--- config.mk ---
export PLATFORM = sky130hd
export DESIGN_NAME = mem_arbiter
export DESIGN_NICKNAME = d
export VERILOG_FILES = /design/src/rtl/mem_arbiter.sv
export SDC_FILE = /design/constraint.sdc
export NUM_CORES = 1
export LEC_CHECK = 0
export CAP_MARGIN = 20
export CORE_MARGIN = 8
export CORE_UTILIZATION = 44
export DETAILED_ROUTE_END_ITERATION = 8
export PLACE_DENSITY = 0.81
export SLEW_MARGIN = 5
export SYNTH_ARGS = -nofsm -noshare
export SYNTH_HDL_FRONTEND = slang
export SYNTH_SLANG_ARGS = --single-unit
--- constraint.sdc ---
create_clock -name clk -period 2.44 [get_ports clk]
set_input_delay 0.488 -clock clk [delete_from_list [all_inputs] [get_ports clk]]
set_output_delay 0.488 -clock clk [all_outputs]
set_load 0.1 [all_outputs]
--- src/rtl/mem_arbiter.sv ---
`timescale 1ns/1ps
// Arbiter sharing the single-port memory controller between IF and MEM.
// MEM has fixed priority; each grant becomes a one-cycle command, then waits for done.
module mem_arbiter #(
  parameter int unsigned ADDR_W     = 32,
  parameter int unsigned WAIT_LIMIT = 255
) (
  input  logic              clk,
  input  logic              rst,
  input  logic              rdy,
  input  logic              if_req_i,
  input  logic [ADDR_W-1:0] if_addr_i,
  input  logic              if_flush_i,
  output logic              if_ack_o,
  output logic [31:0]       if_data_o,
  input  logic              mem_req_i,
  input  logic [1:0]        mem_re_i,
  input  logic [1:0]        mem_we_i,
  input  logic              mem_rsign_i,
  input  logic [ADDR_W-1:0] mem_addr_i,
  input  logic [31:0]       mem_wdata_i,
  output logic              mem_ack_o,
  output logic [31:0]       mem_data_o,
  output logic              mc_if_re_o,
  output logic [ADDR_W-1:0] mc_if_addr_o,
  output logic [1:0]        mc_mem_re_o,
  output logic              mc_mem_rsign_o,
  output logic [ADDR_W-1:0] mc_mem_addr_o,
  output logic [1:0]        mc_mem_we_o,
  output logic [31:0]       mc_mem_wdata_o,
  input  logic              mc_busy_i,
  input  logic              mc_done_i,
  input  logic [31:0]       mc_data_i,
  output logic              err_o
);

  localparam logic [1:0] S_IDLE  = 2'd0;
  localparam logic [1:0] S_ISSUE = 2'd1;
  localparam logic [1:0] S_WAIT  = 2'd2;
  localparam logic [1:0] S_RESP  = 2'd3;

  localparam logic [1:0] OWN_NONE = 2'd0;
  localparam logic [1:0] OWN_IF   = 2'd1;
  localparam logic [1:0] OWN_MEM  = 2'd2;

  logic [1:0]        state_q, state_d;
  logic [1:0]        owner_q, owner_d;
  logic              killed_q, killed_d;
  logic [7:0]        cnt_q, cnt_d;
  logic              err_q, err_d;
  logic [ADDR_W-1:0] if_addr_q, if_addr_d;
  logic [1:0]        mem_re_q, mem_re_d;
  logic [1:0]        mem_we_q, mem_we_d;
  logic              mem_rsign_q, mem_rsign_d;
  logic [ADDR_W-1:0] mem_addr_q, mem_addr_d;
  logic [31:0]       mem_wdata_q, mem_wdata_d;
  logic [31:0]       if_data_q, if_data_d;
  logic [31:0]       mem_data_q, mem_data_d;

  logic if_flush_hit;
  assign if_flush_hit = if_flush_i && (owner_q == OWN_IF);

  always_comb begin
    state_d     = state_q;
    owner_d     = owner_q;
    killed_d    = killed_q;
    cnt_d       = cnt_q;
    err_d       = err_q;
    if_addr_d   = if_addr_q;
    mem_re_d    = mem_re_q;
    mem_we_d    = mem_we_q;
    mem_rsign_d = mem_rsign_q;
    mem_addr_d  = mem_addr_q;
    mem_wdata_d = mem_wdata_q;
    if_data_d   = if_data_q;
    mem_data_d  = mem_data_q;
    case (state_q)
      S_IDLE: begin
        if (mem_req_i) begin
          mem_re_d    = mem_re_i;
          mem_we_d    = mem_we_i;
          mem_rsign_d = mem_rsign_i;
          mem_addr_d  = mem_addr_i;
          mem_wdata_d = mem_wdata_i;
          owner_d     = OWN_MEM;
          state_d     = S_ISSUE;
        end else if (if_req_i && !if_flush_i) begin
          if_addr_d = if_addr_i;
          owner_d   = OWN_IF;
          killed_d  = 1'b0;
          state_d   = S_ISSUE;
        end
      end
      S_ISSUE: begin
        if (if_flush_hit) killed_d = 1'b1;
        if (owner_q == OWN_MEM && mem_re_q == 2'b00 && mem_we_q == 2'b00) begin
          mem_data_d = '0;
          state_d    = S_RESP;
        end else begin
          state_d = S_WAIT;
        end
      end
      S_WAIT: begin
        cnt_d = (cnt_q == 8'hFF) ? cnt_q : cnt_q + 8'd1;
        if (32'(cnt_d) >= WAIT_LIMIT) err_d = 1'b1;
        if (if_flush_hit) killed_d = 1'b1;
        if (mc_done_i) begin
          state_d = S_RESP;
          // A flush arriving in the done cycle must also keep the stale word out.
          if (owner_q == OWN_MEM) mem_data_d = mc_data_i;
          else if (!(killed_q || if_flush_i)) if_data_d = mc_data_i;
        end
      end
      default: begin
        state_d = S_IDLE;
        owner_d = OWN_NONE;
        cnt_d   = '0;
      end
    endcase
  end

  always_ff @(posedge clk or negedge rst) begin
    if (!rst) begin
      state_q     <= S_IDLE;
      owner_q     <= OWN_NONE;
      killed_q    <= 1'b0;
      cnt_q       <= '0;
      err_q       <= 1'b0;
      if_addr_q   <= '0;
      mem_re_q    <= '0;
      mem_we_q    <= '0;
      mem_rsign_q <= 1'b0;
      mem_addr_q  <= '0;
      mem_wdata_q <= '0;
      if_data_q   <= '0;
      mem_data_q  <= '0;
    end else if (rdy) begin
      state_q     <= state_d;
      owner_q     <= owner_d;
      killed_q    <= killed_d;
      cnt_q       <= cnt_d;
      err_q       <= err_d;
      if_addr_q   <= if_addr_d;
      mem_re_q    <= mem_re_d;
      mem_we_q    <= mem_we_d;
      mem_rsign_q <= mem_rsign_d;
      mem_addr_q  <= mem_addr_d;
      mem_wdata_q <= mem_wdata_d;
      if_data_q   <= if_data_d;
      mem_data_q  <= mem_data_d;
    end
  end

  logic issue_mem, mem_st, mem_ld;
  assign issue_mem = (state_q == S_ISSUE) && (owner_q == OWN_MEM);
  assign mem_st    = (mem_we_q != 2'b00);
  assign mem_ld    = !mem_st && (mem_re_q != 2'b00);

  assign mc_if_re_o     = (state_q == S_ISSUE) && (owner_q == OWN_IF);
  assign mc_if_addr_o   = mc_if_re_o ? if_addr_q : '0;
  assign mc_mem_we_o    = (issue_mem && mem_st) ? mem_we_q : '0;
  assign mc_mem_re_o    = (issue_mem && mem_ld) ? mem_re_q : '0;
  assign mc_mem_rsign_o = issue_mem && mem_ld && mem_rsign_q;
  assign mc_mem_addr_o  = (issue_mem && (mem_st || mem_ld)) ? mem_addr_q : '0;
  assign mc_mem_wdata_o = (issue_mem && mem_st) ? mem_wdata_q : '0;

  assign mem_ack_o  = (state_q == S_RESP) && (owner_q == OWN_MEM);
  assign if_ack_o   = (state_q == S_RESP) && (owner_q == OWN_IF) && !killed_q && !if_flush_i;
  assign if_data_o  = if_data_q;
  assign mem_data_o = mem_data_q;
  assign err_o      = err_q;

  // The one-shot command relies on the controller being idle when it is issued.
  a_idle_on_issue: assert property (@(posedge clk) disable iff (!rst)
    (state_q == S_ISSUE) |-> !mc_busy_i);

endmodule

[Word-level counts from Yosys, hierarchy flattened]
Cells that the tools add are included.
Cells by class
  add/subtract/negate cells: 1
  bitwise gates (word level): 5
  magnitude comparators: 1
  reductions and logical operators: 38
  equality and inequality tests: 13
  mux-type cells: 22
Operators by type and width (number)
  32-bit 2-to-1 mux: 6
  32-bit one-hot mux with 2 select lines: 1
  8-bit one-hot mux with 2 select lines: 1
  1-bit logical AND: 15
  5-bit AND reduction: 3
  2-bit 2-to-1 mux: 6
  3-bit AND reduction: 4
  2-bit != test (second input constant): 5
  8-bit by 1-bit adder with 8-bit output (second input constant): 1
  8-bit == test (second input constant): 1
  8-bit >= comparator (second input constant): 1
  8-bit 2-to-1 mux: 1
  2-bit nonzero test: 4
  2-bit == test (second input constant): 3
  2-bit logical NOT: 3
  2-bit one-hot mux with 3 select lines: 1
  1-bit NOT: 5
  2-bit by 1-bit == test with 1-bit output (second input constant): 2
  1-bit 2-to-1 mux: 4
  2-bit one-hot mux with 2 select lines: 1
  4-bit AND reduction: 1
  2-bit OR reduction: 2
  1-bit logical NOT: 3
  3-bit != test (second input constant): 1
  other kinds (4): 5
Storage, ports and cells
  register bits: 179
  output and inout bits: 169
  input port bits: 141
  word-level logic and storage cells: 93

[Depth between registers and ports, before layout]
  depth in word-level cells: 6
  gate-level depth with buffers: 8
  mapped depth without buffers: 6

[Least setup slack after synthesis]
OpenSTA, ideal clock, no wires.
  kind: register -> output
  start: reg state_q[1]
  end: out mc_mem_addr_o[10]
  cell stages (with the launch flop): 8
  data arrival time: 2.128 ns
  setup slack: -0.176 ns
  buffers on the path: 2
  data required time: 1.952 ns
  cells stage by stage: dfrtp_1 > inv_1 > ha_1 > clkbuf_1 > nand2_1 > nor2_1 > clkbuf_2 > and2_1
Between the ends
  cells in the longest elaborated chain, start to end: 4
RTL lines
  from (decl): line 46  | logic [1:0] state_q, state_d;
  from (signal assigned): line 138  | state_q <= state_d;
  2-bit by 1-bit == test with 1-bit output: line 155  | assign issue_mem = (state_q == S_ISSUE) && (owner_q == OWN_MEM);
  1-bit logical AND: line 155
  1-bit logical AND: line 164  | assign mc_mem_addr_o = (issue_mem && (mem_st || mem_ld)) ? mem_addr_q : '0;
  32-bit 2-to-1 mux: line 164
  to (decl): line 28  | output logic [ADDR_W-1:0] mc_mem_addr_o,
Every way passes these cells.

[Worst setup path in the final report]
  start: reg mem_we_q[0]
  end: out mc_mem_addr_o[7]
Between the ends
  cells in the longest elaborated chain, start to end: 6
RTL lines
  from (decl): line 53  | logic [1:0] mem_we_q, mem_we_d;
  from (signal assigned): line 145  | mem_we_q <= mem_we_d;
  2-bit nonzero test *: line 156  | assign mem_st = (mem_we_q != 2'b00);
  1-bit logical NOT: line 157  | assign mem_ld = !mem_st && (mem_re_q != 2'b00);
  1-bit logical AND: line 157
  1-bit logical OR *: line 164
  1-bit logical AND *: line 164
  32-bit 2-to-1 mux *: line 164
Every way passes the cells marked *; elsewhere a longest branch is shown, timed or not.

==> impl_metrics.py <==
metrics = {
    "run_status": {
        "status": "finished, final reports clean",
    },
    "synthesis": {
        "synth_area_per_cell_sq_um": 12.0,
        "synthFlopType": "dfrtp_1",
        "yosysMostFrequentCell": "dfrtp_1",
        "async_flop_share_pct": 100,
        "netlist_instances": 660,
        "synth_area_leaders": "dfrtp_1 56%, mux2_2 16%, and2_1 5.4%, nand2_1 3.6%, mux2_1 3.3%",
        "synth_warnings": 0,
        "synthTopCellsByCount": "179 x dfrtp_1, 113 x mux2_2, 76 x nand2_1",
        "synth_edf_count": 0,
        "ys_types": 47,
        "syn_area_sq_mm": 0.00795,
        "yosysTopAreaCell": "dfrtp_1",
        "synth-seq-cells": 179,
        "synth_fp_nets": 806,
        "synth-seq-area-share_pct": 56.4,
        "yosysTopAreaCellShare_pct": 56.4,
    },
    "grt": {
        "grt_pass1_vias": 6421,
        "antenna_found_initial": 2,
        "grt_usage_pct": 21.3,
        "grt_pass1_wl_um": 36900,
        "grt.overflow.total": 0,
        "grt_max_degree": 60,
    },
    "placed_design": {
        "port_buffers": 308,
        "gp_congestion": 0.791,
        "hpwl_um": 18000,
        "dp.cells": 1170,
        "preCtsSetupSlack_ns": 0.299,
        "place_area_sq_mm": 0.0123,
    },
    "clock_network": {
        "htree_levels": 4,
        "clock_sinks": 179,
        "cts_root_buf": "clkbuf_16",
        "cts_tree": "yes",
        "clk_latency_ns": 0.43,
        "clkTransAtPathRegs_ns": 0.07,
        "cts_made_buffers": 17,
        "clock_path_buffers": 2,
    },
    "floorplan": {
        "die_area_sq_mm": 0.0226,
        "initial_utilization_pct": 44.5,
        "die_x_um": 150,
        "core_sq_mm": 0.0178,
        "io_pins": 310,
        "fp.dieH_um": 150,
        "rows": 49,
    },
    "cells_and_area": {
        "final_util_pct": 73.2,
        "area_growth_pct": 64.4,
        "fin_nets": 1118,
        "finish.instance_area_sq_mm": 0.0131,
        "instances_no_fill": 1217,
        "fillers": 1169,
        "drive_gt1_share_pct": 43.0,
    },
    "detailed_routing": {
        "drcViolationCount": 0,
        "ant_nets": 0,
        "drt-total-wl_um": 24600,
        "num_vias": 6211,
        "wl_per_cell_um": 20.2,
        "drt_iter0_markers": 239,
        "via_per_inst": 5.10,
        "drtPass1Iterations": 4,
    },
    "timing": {
        "min_period_ns": 2.41,
        "fin_setup_tns_ns": 0,
        "layout_setup_ws_ns": 0.0332,
        "finalHoldViolations": 0,
        "rsz0062_at_grt": "true",
        "fin_skew_ns": 0.0211,
        "setup_violations": 0,
        "slew_viol_final": 0,
        "worst_pin_slew_ns": 0.463,
        "slew_headroom_pct": 69.1,
        "fin_crit_sh_pct": 98.6,
        "fmax_mhz": 415,
    },
    "setup_path": {
        "cp-start-kind": "flip-flop",
        "arrival_ns": 1.92,
        "critPathKind": "flip-flop to output port",
        "critPathCaptureType": "output port",
        "required_ns": 1.95,
        "worstPathMaxFanout": 8,
    },
    "run": {
        "max_cap_violations": 0,
    },
    "power": {
        "ir_drop_mv": 0.970,
        "leakage_nw": 5.91,
        "p_per_area_mw_per_mm2": 1130,
    },
    "worst_hold_path": {
        "hold_class": "flip-flop to flip-flop",
    },
}
==> flip-flops by register name (all words and copies together) (netlist names) <==
register	count
owner_q	2
err_o	1
mem_data_o	32
if_addr_q	32
killed_q	1
mem_wdata_q	32
mem_re_q	2
if_data_o	32
state_q	2
cnt_q	8
mem_addr_q	32
mem_rsign_q	1
mem_we_q	2
==> stage by stage <==
step	total power [mW]	hold slack (ns)
2_1_floorplan	9.94	0.192
3_3_place_gp	11.8	0.449
3_5_place_dp	12.0	0.448
4_1_cts	14.8	0.492
5_1_grt	15.4	0.504
6_report	14.8	0.486
==> logic make-up after synthesis <==
group / after synthesis / share of synthesized area [%]
AND/OR/NAND/NOR: 219 / 14.9
flip-flops: 179 / 56.4
multiplexers: 139 / 19.7
AO/OA/AOI/OAI: 68 / 5.10
buffers and inverters: 50 / 3.09
adder cells (fa/ha/maj): 5 / 0.787
==> report_power, final <==
group / internal, mW / total (mW) / switching [mW]
logic: 2.35 / 7.25 / 4.90
clock network: 1.35 / 2.64 / 1.29
registers: 4.20 / 4.87 / 0.666
total: 7.90 / 14.8 / 6.86
==> final timing paths <==
| path | startpoint | endpoint | slack [ns] | cells after the start |
|---|---|---|---|---|
| max reg2reg | state_q[0]$_DFFE_PN0P_ | mem_data_o[22]$_DFFE_PN0P_ | 0.42 | 7 |
| max in group asynchronous | rst | mem_data_o[24]$_DFFE_PN0P_ | 1.10 | 3 |
| min | err_o$_DFFE_PN0P_ | err_o$_DFFE_PN0P_ | 0.49 | 1 |
| min reg2reg | err_o$_DFFE_PN0P_ | err_o$_DFFE_PN0P_ | 0.49 | 1 |
| max | mem_we_q[0]$_DFFE_PN0P_ | mc_mem_addr_o[7] | 0.03 | 6 |
| min in group asynchronous | rst | mem_data_o[0]$_DFFE_PN0P_ | 0.57 | 2 |
==> cells in the final DEF (no fill, tap or decap), types with 2 or more instances in the layout <==
cell	instances
a21oi_1	13
mux2_1	23
a31oi_1	2
inv_1	6
mux2i_1	2
buf_4	80
nand2_1	75
inv_6	6
and3_1	37
mux2_2	113
ha_1	4
clkdlybuf4s50_1	138
diode_2	3
nand3_1	3
o211ai_1	2
and2_4	14
dfrtp_1	178
nor3_1	3
a22o_1	2
clkinvlp_4	4
and4_1	2
nor2_1	11
clkbuf_16	19
buf_6	3
buf_12	112
nor2_4	2
nand4_1	2
and2_2	50
o21ai_0	5
o41ai_1	2
o21ai_1	31
inv_8	3
and2_1	5
==> layer usage <==
metal	up-vias	track usage [%]	routed length (um)
met5	-	0	0
met2	183	35.9	12600
met4	0	9.15	804
met1	3084	24.4	9480
li1	2904	-	-
met3	40	6.67	1690
==> critical path: stages (launching register included) <==
cell	delay [ns]
dfrtp_2	0.43
nor4_4	0.35
nor2_4	0.08
buf_6	0.14
buf_12	0.13
and2_2	0.20
buf_12	0.16
==> timing repair <==
item / in CTS / in global routing
gates resized for setup: 15 / 17
pin swaps: 2 / 6
cloned: 1 / 2
hold endpoints to repair: 24 / 0
hold buffers: 1 / 0
endpoints found under the setup margin: 71 / 99
setup buffers: 6 / 2
==> area by class of cell <==
cell class / count / area (sq um) / share of cell area (%)
flip-flops and latches: 179 / 4480 / 34.3
repair buffers: 336 / 4320 / 33.0
multi-input cells: 431 / 3380 / 25.9
clock buffers: 17 / 425 / 3.26
well taps: 229 / 287 / 2.19
clock inverters: 15 / 138 / 1.05
inverters: 7 / 26.3 / 0.201
diodes: 3 / 7.51 / 0.0575
Note: power is estimated with default switching activity, not from simulation.
